### config.mk
export PLATFORM = sky130hd
export DESIGN_NAME = rtc_bus_writer
export DESIGN_NICKNAME = d
export VERILOG_FILES = /design/src/rtl/rtc_bus_writer.sv
export SDC_FILE = /design/constraint.sdc
export NUM_CORES = 1
export LEC_CHECK = 0
export CAP_MARGIN = 15
export CORE_UTILIZATION = 39
export CTS_CLUSTER_SIZE = 10
export DETAILED_ROUTE_END_ITERATION = 12
export PLACE_DENSITY = 0.7
export SLEW_MARGIN = 20
export SYNTH_ARGS = -nofsm -noshare
export SYNTH_HDL_FRONTEND = slang
export SYNTH_SLANG_ARGS = --single-unit
### constraint.sdc
create_clock -name clk -period 4.9 [get_ports clk]
set_input_delay 0.735 -clock clk [delete_from_list [all_inputs] [get_ports clk]]
set_output_delay 0.735 -clock clk [all_outputs]
set_load 0.02 [all_outputs]
### src/rtl/rtc_bus_writer.sv
// rtc_bus_writer: writes a time, date or timer register group to an RTC over a
// multiplexed address/data strobe bus. Each register is an address phase then a
// BCD data phase, each phase SETUP(2) / STROBE(4) / HOLD(2), followed by a 1-cycle
// NEXT gap. Define RTC_WR_XFER_EN to append an address-only transfer command
// (0xF0 time/date, 0xF2 timer) after the third register.
module rtc_bus_writer (
  input  logic       clk,
  input  logic       swreset_n,
  input  logic       start,
  input  logic [1:0] sel,
  input  logic [5:0] val_s,
  input  logic [5:0] val_m,
  input  logic [4:0] val_h,
  input  logic [4:0] val_d,
  input  logic [3:0] val_mo,
  input  logic [6:0] val_a,
  output logic       cs_n,
  output logic       wr_n,
  output logic       rd_n,
  output logic       ad,
  output logic [7:0] bus_out,
  output logic       bus_oe,
  output logic       busy,
  output logic       done
);

  typedef enum logic [2:0] {StIdle, StSetup, StStrobe, StHold, StNext, StDone} state_e;

  state_e     state_q, state_d;
  logic [1:0] cnt_q, cnt_d;
  logic       phase_q, phase_d;  // 0 address, 1 data
  logic [1:0] idx_q, idx_d;      // register index; 3 marks the transfer command
  logic       accept;
  logic       xfer_phase;

  logic [1:0] sel_q;
  logic [5:0] s_q, m_q;
  logic [4:0] h_q, d_q;
  logic [3:0] mo_q;
  logic [6:0] a_q;

  logic [7:0] addr_byte;
  logic [7:0] data_byte;
  logic [6:0] raw_val;

  assign accept     = (state_q == StIdle) && start && (sel != 2'd3);
  assign xfer_phase = (idx_q == 2'd3);
  assign rd_n       = 1'b1;

  function automatic logic [7:0] to_bcd(input logic [6:0] v);
    logic [3:0] tens;
    logic [3:0] units;
    tens  = 4'(v / 7'd10);
    units = 4'(v % 7'd10);
    if (v > 7'd99) return 8'h99;
    return {tens, units};
  endfunction

  // State register and phase/cycle/register counters.
  always_ff @(posedge clk or negedge swreset_n) begin
    if (!swreset_n) begin
      state_q <= StIdle;
      cnt_q   <= 2'd0;
      phase_q <= 1'b0;
      idx_q   <= 2'd0;
    end else begin
      state_q <= state_d;
      cnt_q   <= cnt_d;
      phase_q <= phase_d;
      idx_q   <= idx_d;
    end
  end

  // Capture the request on the accepting edge so later input changes are ignored.
  always_ff @(posedge clk or negedge swreset_n) begin
    if (!swreset_n) begin
      sel_q <= 2'd0;
      s_q   <= 6'd0;
      m_q   <= 6'd0;
      h_q   <= 5'd0;
      d_q   <= 5'd0;
      mo_q  <= 4'd0;
      a_q   <= 7'd0;
    end else if (accept) begin
      sel_q <= sel;
      s_q   <= val_s;
      m_q   <= val_m;
      h_q   <= val_h;
      d_q   <= val_d;
      mo_q  <= val_mo;
      a_q   <= val_a;
    end
  end

  // Next-state: phase timing, address->data sequencing, register advance.
  always_comb begin
    state_d = state_q;
    cnt_d   = cnt_q;
    phase_d = phase_q;
    idx_d   = idx_q;
    unique case (state_q)
      StIdle: begin
        if (accept) begin
          state_d = StSetup;
          cnt_d   = 2'd0;
          phase_d = 1'b0;
          idx_d   = 2'd0;
        end
      end
      StSetup: begin
        if (cnt_q == 2'd1) begin
          state_d = StStrobe;
          cnt_d   = 2'd0;
        end else begin
          cnt_d = cnt_q + 2'd1;
        end
      end
      StStrobe: begin
        if (cnt_q == 2'd3) begin
          state_d = StHold;
          cnt_d   = 2'd0;
        end else begin
          cnt_d = cnt_q + 2'd1;
        end
      end
      StHold: begin
        if (cnt_q == 2'd1) begin
          cnt_d = 2'd0;
          if (xfer_phase) begin
            state_d = StDone;
          end else if (!phase_q) begin
            state_d = StSetup;
            phase_d = 1'b1;
          end else begin
            state_d = StNext;
          end
        end else begin
          cnt_d = cnt_q + 2'd1;
        end
      end
      StNext: begin
        phase_d = 1'b0;
        if (idx_q == 2'd2) begin
`ifdef RTC_WR_XFER_EN
          state_d = StSetup;
          idx_d   = 2'd3;
`else
          state_d = StDone;
`endif
        end else begin
          state_d = StSetup;
          idx_d   = idx_q + 2'd1;
        end
      end
      StDone:  state_d = StIdle;
      default: state_d = StIdle;
    endcase
  end

  // Address and BCD data for the current register of the captured group.
  always_comb begin
    raw_val   = 7'd0;
    addr_byte = 8'h21;
    if (xfer_phase) begin
      addr_byte = (sel_q == 2'd2) ? 8'hF2 : 8'hF0;
    end else begin
      unique case (sel_q)
        2'd1:    addr_byte = 8'h24 + {6'd0, idx_q};
        2'd2:    addr_byte = 8'h41 + {6'd0, idx_q};
        default: addr_byte = 8'h21 + {6'd0, idx_q};
      endcase
    end
    if (sel_q == 2'd1) begin
      unique case (idx_q)
        2'd0:    raw_val = {2'd0, d_q};
        2'd1:    raw_val = {3'd0, mo_q};
        default: raw_val = a_q;
      endcase
    end else begin
      unique case (idx_q)
        2'd0:    raw_val = {1'b0, s_q};
        2'd1:    raw_val = {1'b0, m_q};
        default: raw_val = {2'd0, h_q};
      endcase
    end
    data_byte = to_bcd(raw_val);
  end

  // Bus outputs decoded from state; reset forces IDLE values through state_q.
  always_comb begin
    cs_n    = 1'b1;
    wr_n    = 1'b1;
    ad      = 1'b0;
    bus_out = 8'h00;
    bus_oe  = 1'b0;
    busy    = 1'b0;
    done    = 1'b0;
    unique case (state_q)
      StSetup, StStrobe, StHold: begin
        cs_n    = 1'b0;
        bus_oe  = 1'b1;
        wr_n    = (state_q != StStrobe);
        ad      = phase_q;
        bus_out = phase_q ? data_byte : addr_byte;
        busy    = 1'b1;
      end
      StNext:  busy = 1'b1;
      StDone:  done = 1'b1;
      default: ;
    endcase
  end

endmodule

==> flow_summary.json <==
{
  "status": "completed",
  "critPathMaxFanout": 14,
  "syn_area_per_cell_um2": 8.06,
  "cp_cell_sequence": "inv_1, ha_4, buf_4, a22oi_2, o311ai_1, a211oi_1, o32ai_1, o22ai_1, ha_1, inv_1, a211oi_2, o22ai_2, a22oi_2, mux2_4, o31ai_4, clkbuf_2",
  "tritoncts": "yes",
  "cp_num_buf_inv": 4,
  "setup_viol_count_final": 0,
  "tightest_slew_ns": 0.931,
  "io_buffer_count": 51,
  "io_pins": 53,
  "die_h_um": 86.9,
  "synth_top_area_share_pct": 38.2,
  "crit_path_top_delay_cell": "dfrtp_1",
  "via_per_inst": 5.21,
  "wl_per_cell_um": 13.6,
  "holdWs_ns": 0.478,
  "syn-cell-area_um2": 2810,
  "critical_path_class": "flip-flop to primary output",
  "finalInstanceArea_um2": 3610,
  "grt_max_degree": 44,
  "dieArea_um2": 7560,
  "crit_path_start_kind": "flip-flop",
  "n_antenna_cell": 0,
  "synth_nets": 397,
  "synth_top_family_by_area": "simple AND/OR/NAND/NOR gates",
  "rsz0062_at_grt": "false",
  "synthMuxAreaShare_pct": 1.24,
  "netlist_instances": 349,
  "multi_input_area_um2": 1620,
  "coreArea_um2": 6870,
  "end_kind": "primary output",
  "critical-path-top-delay-family": "compound AO/OA/AOI/OAI gates",
  "register_area_um2": 1080,
  "synth_edf_count": 0,
  "placementRows": 30,
  "nets": 455,
  "synthXorXnorAreaFrac_pct": 0.934,
  "gp_congestion": 0.903,
  "antenna_found_initial": 0,
  "drv_slew": 0,
  "cts_root_buf": "clkbuf_8",
  "grt_pass1_vias": 2467,
  "clock_sinks": 43,
  "cpPeakStageDelay_ns": 0.43,
  "hp-class": "flip-flop to flip-flop",
  "max_freq_mhz": 218,
  "post_cts_buffers": 0,
  "ctsHoldBuffers": 0,
  "layout-drive-gt1-share_pct": 11.8,
  "finalHoldViolations": 0,
  "grt_pass1_wl_um": 11800,
  "ys.flop_type": "dfrtp_1",
  "max-cap-violations": 0,
  "initial_utilization_pct": 41.0,
  "yosys-top-cells-area": "dfrtp_1 38%, nand2_1 15%, ha_1 4.4%",
  "fill_cells": 648,
  "ys_ff_latch": 43,
  "post-synth-top-area-cell": "dfrtp_1",
  "grt_use_total_pct": 19.9,
  "drc": 0,
  "dpl.hpwl_um": 5220,
  "synth_seq_area_share_pct": 38.2,
  "yosys.area_share.simple_pct": 25.9,
  "clk_pin_slew_ns": 0.08,
  "ant_nets": 0,
  "critical_path_arrival_ns": 3.86,
  "cts_max_level": 2,
  "async_reset_ff_share_pct": 100,
  "vias": 2628,
  "clkLatencyLatePin_ns": 0.30,
  "overflow": 0,
  "drt_iter0_drc": 160,
  "fin_crit_ns": 4.60,
  "placed_cells": 496,
  "numCtsBuffers": 5,
  "timing.slew.headroom_pct": 37.9,
  "yosysWarnings": 0,
  "fin_crit_sh_pct": 93.8,
  "wl_um": 6870,
  "fin_setup_tns_ns": 0,
  "yosys.cell_types.count": 60,
  "synth-compound-area-share_pct": 23.2,
  "dpl_cell_area_um2": 3480,
  "crit_required_ns": 4.16,
  "cts_buffer_depth": 2,
  "skew_ns": 0.00464,
  "area_growth_pct": 28.4,
  "die_w_um": 86.9,
  "synth-adder-area-share_pct": 4.80,
  "instances_no_fill": 504,
  "drtPass1Iterations": 4
}
[repair_timing]
action	in CTS	in global routing
resized for setup	5	6
pin swaps	0	0
setup endpoints to repair	2	4
[state kept, by name, summed over array words and instances (netlist names)]
signal	cells
a_q	7
m_q	6
s_q	6
d_q	5
h_q	5
mo_q	4
state_q	3
cnt_q	2
idx_q	2
sel_q	2
phase_q	1
[per-layer routing]
| layer | vias up | track usage, % | part of all wire (%) |
|---|---|---|---|
| met3 | 9 | 2.75 | 3.0 |
| met4 | 0 | 6.21 | 1.4 |
| li1 | 1331 | - | - |
| met2 | 58 | 30.9 | 46 |
| met5 | - | 0 | 0 |
| met1 | 1230 | 28.5 | 50 |
[cell families (layout without fill, tap and decap cells)]
kind of cell             count (synthesis)  count (layout)
AO/OA/AOI/OAI                           83              83
XOR/XNOR                                 3               3
buffers and inverters                   34              93
other                                    1               1
multiplexers                             3               3
AND/OR/NAND/NOR                        171             171
adder cells (fa/ha/maj)                 11              11
flip-flops                              43              43
[cell usage in the layout, fill, tap and decap left out, types with 4 or more instances in the layout]
| cell | instances |
|---|---|
| nor3_1 | 5 |
| o31ai_1 | 4 |
| buf_4 | 17 |
| a22o_1 | 7 |
| o211ai_1 | 8 |
| ha_1 | 8 |
| clkdlybuf4s50_1 | 46 |
| dfrtp_1 | 43 |
| inv_1 | 15 |
| a21oi_1 | 8 |
| clkbuf_8 | 6 |
| nand2_1 | 113 |
| nand3_1 | 7 |
| nor2_1 | 29 |
| o21ai_0 | 14 |
| a211oi_2 | 5 |
[per-stage QoR]
step	utilization, %	setup slack, ns
2_1_floorplan	-	0.774
3_3_place_gp	50.7	0.175
3_5_place_dp	50.7	0.0380
4_1_cts	52.4	0.130
5_1_grt	52.6	0.0454
6_report	52.6	0.305
[area by class of cell]
class | instances | area share (%)
Clock inverter | 2 | 0.450
Sequential cell | 43 | 29.8
Tap cell | 96 | 3.33
Inverter | 17 | 1.77
Multi-Input combinational cell | 272 | 44.8
Clock buffer | 6 | 2.29
Timing Repair Buffer | 68 | 17.6
[worst paths after layout]
kind	startpoint	to	slack, ns	cells after the start
worst min register to register	a_q[1]$_DFFE_PN0P_	a_q[1]$_DFFE_PN0P_	0.48	2
worst max register to register	state_q[2]$_DFFE_PN0P_	state_q[0]$_DFFE_PN0P_	2.73	6
max in group asynchronous	swreset_n	sel_q[0]$_DFFE_PN0P_	3.75	1
worst min-delay path	a_q[1]$_DFFE_PN0P_	a_q[1]$_DFFE_PN0P_	0.48	2
min in group asynchronous	swreset_n	mo_q[1]$_DFFE_PN0P_	0.57	1
worst max-delay path	idx_q[0]$_DFFE_PN0P_	bus_out[2]	0.30	16
[synthesized netlist by cell type, types with 5 or more instances]
| master | n |
|---|---|
| clkbuf_1 | 11 |
| inv_1 | 15 |
| nand3_1 | 7 |
| o21ai_0 | 14 |
| dfrtp_1 | 43 |
| a22o_1 | 7 |
| a21oi_1 | 9 |
| ha_1 | 10 |
| nor3_1 | 5 |
| o211ai_1 | 8 |
| nor2_1 | 29 |
| nand2_1 | 113 |
[worst min-delay path, stage by stage (launching register included)]
cell and delay [ns]:
dfrtp_1 0.35, nand2_1 0.05, nand2_1 0.05
Power is left out: the tool's default activity adds up to more than one toggle a clock period on the data nets, which glitch-free logic cannot reach.
